File: config.mk
export PLATFORM = sky130hd
export DESIGN_NAME = kronos_mem_arbiter
export DESIGN_NICKNAME = d
export VERILOG_FILES = /design/src/rtl/kronos_mem_arbiter.sv
export SDC_FILE = /design/constraint.sdc
export NUM_CORES = 1
export LEC_CHECK = 0
export BUFFER_PORTS_ARGS = -buffer_cell sky130_fd_sc_hd__buf_2
export CAP_MARGIN = 40
export CORE_MARGIN = 8
export CORE_UTILIZATION = 40
export DETAILED_ROUTE_END_ITERATION = 8
export MAX_ROUTING_LAYER = met4
export PLACE_DENSITY_LB_ADDON = 0.2
export SYNTH_ARGS = -nofsm -noshare
export SYNTH_HDL_FRONTEND = slang
export SYNTH_SLANG_ARGS = --single-unit
File: constraint.sdc
create_clock -name clk -period 1.95 [get_ports clk]
set_input_delay 0.0975 -clock clk [delete_from_list [all_inputs] [get_ports clk]]
set_output_delay 0.0975 -clock clk [all_outputs]
set_load 0.01 [all_outputs]
File: src/rtl/kronos_mem_arbiter.sv
// Arbitrates the Kronos fetch and load/store ports onto one single-ported memory bus.
// Define KRONOS_ARB_RR_EN for round-robin tie-breaking; otherwise data wins every tie.
module kronos_mem_arbiter (
  input  logic        clk,
  input  logic        rstz,
  input  logic [31:0] instr_addr,
  input  logic        instr_req,
  output logic        instr_gnt,
  output logic [31:0] instr_data,
  input  logic [31:0] data_addr,
  input  logic [31:0] data_wr_data,
  input  logic [3:0]  data_wr_mask,
  input  logic        data_wr_en,
  input  logic        data_req,
  output logic        data_ack,
  output logic [31:0] data_rd_data,
  output logic [31:0] mem_addr,
  output logic [31:0] mem_wr_data,
  output logic [3:0]  mem_wr_mask,
  output logic        mem_wr_en,
  output logic        mem_req,
  input  logic        mem_ack,
  input  logic [31:0] mem_rd_data
);

  localparam logic [1:0] ST_IDLE   = 2'd0;
  localparam logic [1:0] ST_BUSY_I = 2'd1;
  localparam logic [1:0] ST_BUSY_D = 2'd2;

  logic [1:0]  state_q, state_d;
  logic [31:0] addr_q, addr_d;
  logic [31:0] wdata_q, wdata_d;
  logic [3:0]  mask_q, mask_d;
  logic        wen_q, wen_d;
  logic        win_instr;
  logic        win_data;

`ifdef KRONOS_ARB_RR_EN
  // Set when the data port owned the bus last; reset favours fetch on the first tie.
  logic last_data_q, last_data_d;

  assign win_instr = instr_req & (~data_req | last_data_q);

  always_comb begin
    last_data_d = last_data_q;
    if ((state_q == ST_IDLE) && (instr_req | data_req)) begin
      last_data_d = ~win_instr;
    end
  end

  always_ff @(posedge clk or negedge rstz) begin
    if (!rstz) begin
      last_data_q <= 1'b1;
    end else begin
      last_data_q <= last_data_d;
    end
  end
`else
  assign win_instr = instr_req & ~data_req;
`endif

  assign win_data = data_req & ~win_instr;

  always_comb begin
    state_d = state_q;
    addr_d  = addr_q;
    wdata_d = wdata_q;
    mask_d  = mask_q;
    wen_d   = wen_q;
    case (state_q)
      ST_IDLE: begin
        if (win_instr) begin
          state_d = ST_BUSY_I;
          addr_d  = instr_addr;
          wdata_d = 32'h0;
          mask_d  = 4'h0;
          wen_d   = 1'b0;
        end else if (win_data) begin
          state_d = ST_BUSY_D;
          addr_d  = data_addr;
          wdata_d = data_wr_data;
          mask_d  = data_wr_mask;
          wen_d   = data_wr_en;
        end
      end
      ST_BUSY_I, ST_BUSY_D: begin
        // Ownership is locked until the memory completes; always bubble through IDLE.
        if (mem_ack) begin
          state_d = ST_IDLE;
        end
      end
      default: state_d = ST_IDLE;
    endcase
  end

  always_ff @(posedge clk or negedge rstz) begin
    if (!rstz) begin
      state_q <= ST_IDLE;
      addr_q  <= 32'h0;
      wdata_q <= 32'h0;
      mask_q  <= 4'h0;
      wen_q   <= 1'b0;
    end else begin
      state_q <= state_d;
      addr_q  <= addr_d;
      wdata_q <= wdata_d;
      mask_q  <= mask_d;
      wen_q   <= wen_d;
    end
  end

  assign mem_req      = (state_q != ST_IDLE);
  assign mem_addr     = addr_q;
  assign mem_wr_data  = wdata_q;
  assign mem_wr_mask  = mask_q;
  assign mem_wr_en    = wen_q;
  assign instr_gnt    = (state_q == ST_BUSY_I) & mem_ack;
  assign data_ack     = (state_q == ST_BUSY_D) & mem_ack;
  assign instr_data   = mem_rd_data;
  assign data_rd_data = mem_rd_data;

endmodule

Word level (Yosys, flattened, before mapping)
Cells that the tools add are included.

Register bits after elaboration: 71. Input port bits: 138. Output and inout port bits: 136. Word-level logic and storage cells: 33.

Equal/unequal tests: 4. Mux-type cells: 12. Bitwise operators: 6. Reduce and logical (&&, ||, !) cells: 6.

Operator list (count): $mux W32 (4); $mux W4 (2); $mux W2 (3); $and A1 B1 Y1 (4); $pmux W2 S2 (1); $reduce_and A2 Y1 (2); $reduce_bool A2 Y1 (2); $ne A3 B3 Y1 const B (1); $eq A2 B1 Y1 const B (1); $eq A2 B2 Y1 const B (1); $logic_not A2 Y1 (1); $mux W1 (2); $ne A2 B2 Y1 const B (1); $not A1 Y1 (2); $reduce_or A2 Y1 (1).

Longest topological paths before layout
Gate-level depths: netlist (run 1).

Word-level depth: 7. Gate-level depth with buffers: 8. Depth with buffers taken out: 5.

Least setup slack after synthesis (run 1)
OpenSTA, ideal clock, no wires.

Kind: reg-to-reg. From: register state_q[0]. To: register addr_q[8], in the netlist mem_addr[8]. Setup time: 126 ps. Arrival time: 1391 ps. Required time: 1824 ps. Setup slack: 434 ps. Stages on the path, launching flop included: 7. Buffers on the path: 2. Period minus slack after synthesis: 1516 ps. Cell sequence: dfrtp_1 > inv_1 > ha_1 > and2_1 > buf_6 > buf_2 > a221o_1.

Longest elaborated chain between the ends: 2.

Ends and longest elaborated chain: start: declaration (line 30) `logic [1:0] state_q, state_d;`; start signal: assignment (line 104) `state_q <= state_d;`; $logic_not A2 Y1 (line 70) `case (state_q)`; $reduce_and A2 Y1 (no line); end signal: assignment (line 105) `addr_q <= addr_d;`; end: declaration (line 31) `logic [31:0] addr_q, addr_d;`.

No other way between the ends. A chain may end at the register's enable or synchronous reset.

Worst setup path in the final report (run 1)
From: register state_q[0]. To: register wdata_q[19], in the netlist mem_wr_data[19].

Longest elaborated chain between the ends: 2.

Ends and longest elaborated chain: $logic_not A2 Y1 (line 70); $reduce_and A2 Y1 (no line); end signal: assignment (line 106) `wdata_q <= wdata_d;`; end: declaration (line 32) `logic [31:0] wdata_q, wdata_d;`.

No other way between the ends.

==> results of run 1 <==
worst max-delay path: cells and delay by family (launching register included):
kind | cells | cell delay, ns
flops | 1 | 0.42
fa+ha+maj | 1 | 0.19
buf+inv | 3 | 0.68
compound gates | 2 | 0.33
cells in the mapped netlist:
master      n
nor2b_1     1
a221o_1    31
nand2_1    35
o2bb2ai_1  31
o211ai_1    3
nand3_1     2
nand2b_1    2
buf_6       6
buf_2      14
nor2_1      3
and2_1      3
o21ai_0     1
clkbuf_1    3
o21ai_2     1
buf_4      66
inv_1       4
dfrtp_1    71
ha_1        4
a22o_1     37
final cells by class:
type,count,share of cell area
diodes,1,0.000497
clock buffers,9,0.0246
clock inverters,7,0.0194
inverters,4,0.00298
multi-input cells,154,0.235
flip-flops and latches,71,0.353
well taps,108,0.0268
repair buffers,259,0.338
where the power goes:
group	switching, uW	internal (uW)
logic	1790	1650
clock network	573	722
registers	478	2150
registers in the layout (all words and copies together) (netlist names):
| signal | count |
|---|---|
| mem_addr | 32 |
| mem_wr_data | 32 |
| mem_wr_mask | 4 |
| state_q | 2 |
| mem_wr_en | 1 |
through the flow:
step                worst slack (ns)  instances  hold slack [ns]  utilization
floorplan                      0.434        318           -0.198            -
global placement               0.256        526            0.156        0.469
detailed placement             0.225        526            0.156        0.469
CTS                            0.214        611         0.000173        0.574
global route                  0.0860        613           0.0506        0.575
finish                         0.209        613           0.0463        0.575
logic make-up after synthesis:
family,count (synthesis),share of synthesized area
flip-flops,71,0.491
adder cells (fa/ha/maj),4,0.0138
AND/OR/NAND/NOR,46,0.0526
buffers and inverters,93,0.182
AO/OA/AOI/OAI,104,0.260
path summary, 6_finish.rpt:
path,startpoint,end,slack (ns),cells past startpoint
max in group asynchronous,rstz,mem_wr_data[26],0.98,3
hold / removal,instr_addr[22],mem_addr[22],0.05,3
setup reg to reg,state_q[0],mem_wr_data[19],0.21,6
setup / recovery,state_q[0],mem_wr_data[19],0.21,6
min in group asynchronous,rstz,mem_addr[15],0.33,2
hold reg to reg,mem_wr_data[28],mem_wr_data[28],0.49,1
per-layer routing:
layer / part of all wire / vias up / track usage
met2: 0.51 / 135 / 0.313
met3: 0.059 / 44 / 0.0525
li1: - / 1475 / -
met5: 0 / - / -
met4: 0.037 / 0 / 0.100
met1: 0.40 / 1563 / 0.209
==> results.md, run 1 <==
* Most frequent cells in the layout: buf_2 (177), dfrtp_1 (71), dlygate4sd3_1 (70)
* Seq. cell area at around 1800 um^2
* Avg WL per Cell at 19.6 um
* Skew final at between 0.01 and 0.015 ns
* Port Buf Inserts at 177
* CP dominant cell by count: buf_4
* Vias/cell at ~5.2
* Final hold violation count at 0
* Status: finished, final reports clean
* Vias in the first global route at roughly 3.5k
* Routability cong. at ~0.82
* Setup Buffers After CTS at 0
* Total CTS buffers at 9
* Initial DRC count at 200
* Max clock buf depth at 2
* Syn nets at 460
* Antenna violations before repair at 1
* CTS tree: done
* PD cells at 1460 nW/um^2
* Synth warnings at 0
* HPWL after detailed placement at between 8 and 9 mm
* Area grow syn2layout at 39.2%
* Reported max-cap violation count at 0
* H-tree levels at 3
* # clock sinks at between 70 and 80
* Row count at 34
* Synthesized instance count at roughly 320
* Cell taking the most area after synthesis: dfrtp_1
* Final setup viols at 0
* Share of the synthesized area in the top cell type at 0.491
* Synth cell types at 19
* Req. time, crit path at 2.17 ns
* DR pass1 iterations at 4
* Worst-Skew Late Latency at approximately 0.34 ns
* Filler cell count at between 700 and 800
* Clk pin slew, worst setup/hold paths at about 0.08 ns
* Max VDD drop at around 0.55 mV
* Worst Path Max Fanout at 37
* Remaining DRCs at 0
* First-pass GRT wire length at between 15 and 20 mm
* Fmax at approximately 570 MHz
* Period utilization at 0.893
* CP Capture Type: register
* WL final at between 10 and 15 mm
* Setup TNS at 0 ns
* Core box area at 8760 um^2
* CP max stage delay at between 0.4 and 0.5 ns
* Die Width at 111 um
* Crit Path Class: register to register
* Die Y at around 110 um
* Total Power at around 7400 uW
* Netlist area before placement at ~3600 um^2
* DIE AREA at roughly 12000 um^2
* Fin crit period at 1.74 ns
* CP max stage cell: dfrtp_1
* Ports at 274
* WP data arrival at between 1.5 and 2 ns
* Via Count at between 3k and 4k
* Synthesized area per cell at 11.4 um^2
* Footprint of the multi-input gates at between 1000 and 1500 um^2
* Commonest non-fill, non-tap cell in the layout: buf_2
* Area contributors post-synth: dfrtp_1 (49%), buf_4 (14%), a22o_1 (9.0%)
* Worst-Margin Slew at 0.632 ns
* Final instance area at 5040 um^2
* Share of cells above drive strength 1 at 0.413
* Starting Density at 0.413
* Register area share after synthesis at 0.491
* Gr usage total at 0.191
* Post-CTS Hold Fix Bufs at a little under 70
* Leak pwr at about 0.0025 uW
* Cell Area, Placed at between 4000 and 5000 um^2
* Overflow after GRT at 0
* CP startpoint kind: register
* RSZ-0062 raised after global routing: no
* Yosys reg bits at about 70
* Largest net degree at the start of global routing at 46
* Fin. max-slew vios at 0
* Final net count at 641
* Clock tree root driver cell: clkbuf_8
* Slew HR at 0.579
* Crit-path cells: inv_1 > ha_1 > buf_4 > o21ai_2 > buf_4 > a22o_1
* PostCTS Resize Cnt at 0
* Final ANT Viol Nets at 0
* Worst min-delay path class: input port to register
No activity file was read; power rests on OpenSTA's default activity.
==> run 2, diff against run 1 <==
- CORE_ASPECT_RATIO: unset -> 1.25
- clock period: 1.95 -> 2 ns (I/O delays scaled with it)
==> run 2 against run 1 <==
Critical endpoint is now mem_wr_data[5]. Clock power is 28% higher. Largest cell class unchanged. Combinational power is 7.6% lower. Non-clock buffer count is 44 lower. Fmax is 0.93% higher.
==> results.md, run 2 (synthesized netlist as in run 1, its figures left out) <==
* Slew HR at 0.567 (-0.0113)
* Final worst slack at 0.275 ns (+0.0661 ns)
* CTS tree: done
* DR pass1 iterations at 4 (unchanged)
* Period utilization at 0.862 (-0.0304)
* Met1 usage at 0.212 (+0.00308)
* Worst min-delay path class: input port to register
* Core box area at 8980 um^2 (+2.5%)
* Crit Path Class: register to register
* Port Buf Inserts at 177 (unchanged)
* Most frequent cells in the layout: buf_2 (177), dfrtp_1 (71), a22o_1 (37)
* Row count at 39 (+15%)
* Commonest non-fill, non-tap cell in the layout: buf_2
* WL final at 10.0 mm (-17%)
* Met2 Resource Use GR at 0.240 (-0.0733)
* Remaining DRCs at 0 (unchanged)
* Gr usage total at 0.167 (-0.0248)
* Final net count at 597 (-6.9%)
* Max clock buf depth at 2 (unchanged)
* WP data arrival at 1.93 ns (-0.03 ns)
* Fin. max-slew vios at 0 (unchanged)
* # clock sinks at 71 (unchanged)
* RSZ-0062 raised after global routing: no
* GRT Max-Usage Layer: met2
* PD cells at 1570 nW/um^2 (+7.4%)
* Overflow after GRT at 0 (unchanged)
* Met3 GRT Util at 0.0573 (+0.00483)
* Area grow syn2layout at 29.8%
* Vias in the first global route at 3181 (-10%)
* Worst-Margin Slew at 0.649 ns (+0.0169 ns)
* DP Cell Count at 540 (+2.7%)
* Max VDD drop at 0.580 mV (+5.2%)
* Ports at 274 (unchanged)
* Setup TNS at 0 ns (unchanged)
* Initial DRC count at 121 (-40%)
* Final ANT Viol Nets at 0 (unchanged)
* Clock tree root driver cell: clkbuf_16
* Avg WL per Cell at 17.2 um (-12%)
* Skew final at 0.00969 ns (-0.00465 ns)
* Status: finished, final reports clean
* CP Capture Type: register
* Share of cells above drive strength 1 at 0.448 (+0.0351)
* Post-Layout Cell Count at 583 (-4.9%)
* Via Count at 2962 (-7.9%)
* CP startpoint kind: register
* HPWL after detailed placement at 7.44 mm (-11%)
* Post-place setup slack at 0.252 ns (+0.0271 ns)
* Antenna violations before repair at 0 (-1)
* Fin crit period at 1.72 ns (-0.0161 ns)
* Antenna cells at 0 (-1)
* Routability cong. at 0.778 (-5.3%)
* Leak pwr at 0.00239 uW (-5.7%)
* Fmax at 580 MHz (+0.93%)
* Reported max-cap violation count at 0 (unchanged)
* Clk pin slew, worst setup/hold paths at 0.05 ns (-0.03 ns)
* Final hold violation count at 0 (unchanged)
* Vias/cell at 5.08 (-3.2%)
* Worst Path Max Fanout at 37 (unchanged)
* Total CTS buffers at 9 (unchanged)
* Post-layout util at 0.523 (-0.0518)
* Die Width at 101 um (-9.0%)
* H-tree levels at 3 (unchanged)
* Worst-Skew Late Latency at 0.33 ns (about the same)
* PostCTS Resize Cnt at 0 (unchanged)
* Req. time, crit path at 2.20 ns (+0.03 ns)
* DIE AREA at 12400 um^2 (+0.16%)
* First-pass GRT wire length at 16.0 mm (-15%)
* Largest net degree at the start of global routing at 44 (-4.3%)
* Starting Density at 0.403 (-0.00990)
* Die Y at 122 um (+10%)
* Final setup viols at 0 (unchanged)
run 2: changes by cell type in the layout (fill, tap and decap cells not counted), sizes merged:
| cell | delta |
|---|---|
| buf | -1 |
| dlygate4sd3 | -43 |
| clkinv | -1 |
| diode | -1 |
| clkbuf | +1 |
run 2: layout make-up:
type | instances | area, um^2
clock inverters | 6 | 85.1
repair buffers | 215 | 1250
clock buffers | 10 | 229
flip-flops and latches | 71 | 1780
inverters | 4 | 15.0
well taps | 123 | 154
multi-input cells | 154 | 1190
fillers | 850 | 4280
run 2: metal layers:
metal	part of all wire	up-vias
met4	0.014	0
met1	0.45	1395
li1	-	1387
met5	0	-
met3	0.097	15
met2	0.44	165
run 2: repair_timing:
action / in CTS / in global routing
endpoints found under the hold margin: 54 / 0
hold buffers: 27 / 0
buffers inserted: 0 / 0
run 2: worst paths after layout:
kind / start / to / slack (ns) / cells after the start
worst min-delay path: data_wr_data[28] / mem_wr_data[28] / 0.005 / 2
worst min register to register: mem_wr_data[19] / mem_wr_data[19] / 0.49 / 1
worst max register to register: state_q[0] / mem_wr_data[5] / 0.28 / 6
worst max-delay path: state_q[0] / mem_wr_data[5] / 0.28 / 6
max in group asynchronous: rstz / mem_wr_data[19] / 0.98 / 3
min in group asynchronous: rstz / mem_wr_mask[2] / 0.37 / 2
run 2: report_power, final:
| part | internal, uW | switching, uW | total, uW |
|---|---|---|---|
| Combinational | 1510 | 1660 | 3170 |
| Clock | 1090 | 560 | 1650 |
| Sequential | 2110 | 454 | 2560 |
run 2: metrics by stage:
| step | hold WS, ns | power [uW] | area [um^2] |
|---|---|---|---|
| 2_1_floorplan | -0.196 | 4670 | 3620 |
| 3_3_place_gp | 0.165 | 5700 | 4110 |
| 3_5_place_dp | 0.176 | 5750 | 4110 |
| 4_1_cts | 0.000209 | 7480 | 4700 |
| 5_1_grt | 0.00317 | 7920 | 4700 |
| 6_report | 0.00547 | 7370 | 4700 |
run 2: critical path, stage by stage (launching register included):
cell and delay (ns):
dfrtp_1 0.40, inv_1 0.11, ha_1 0.21, buf_4 0.31
o21ai_2 0.08, buf_4 0.25, a22o_1 0.23
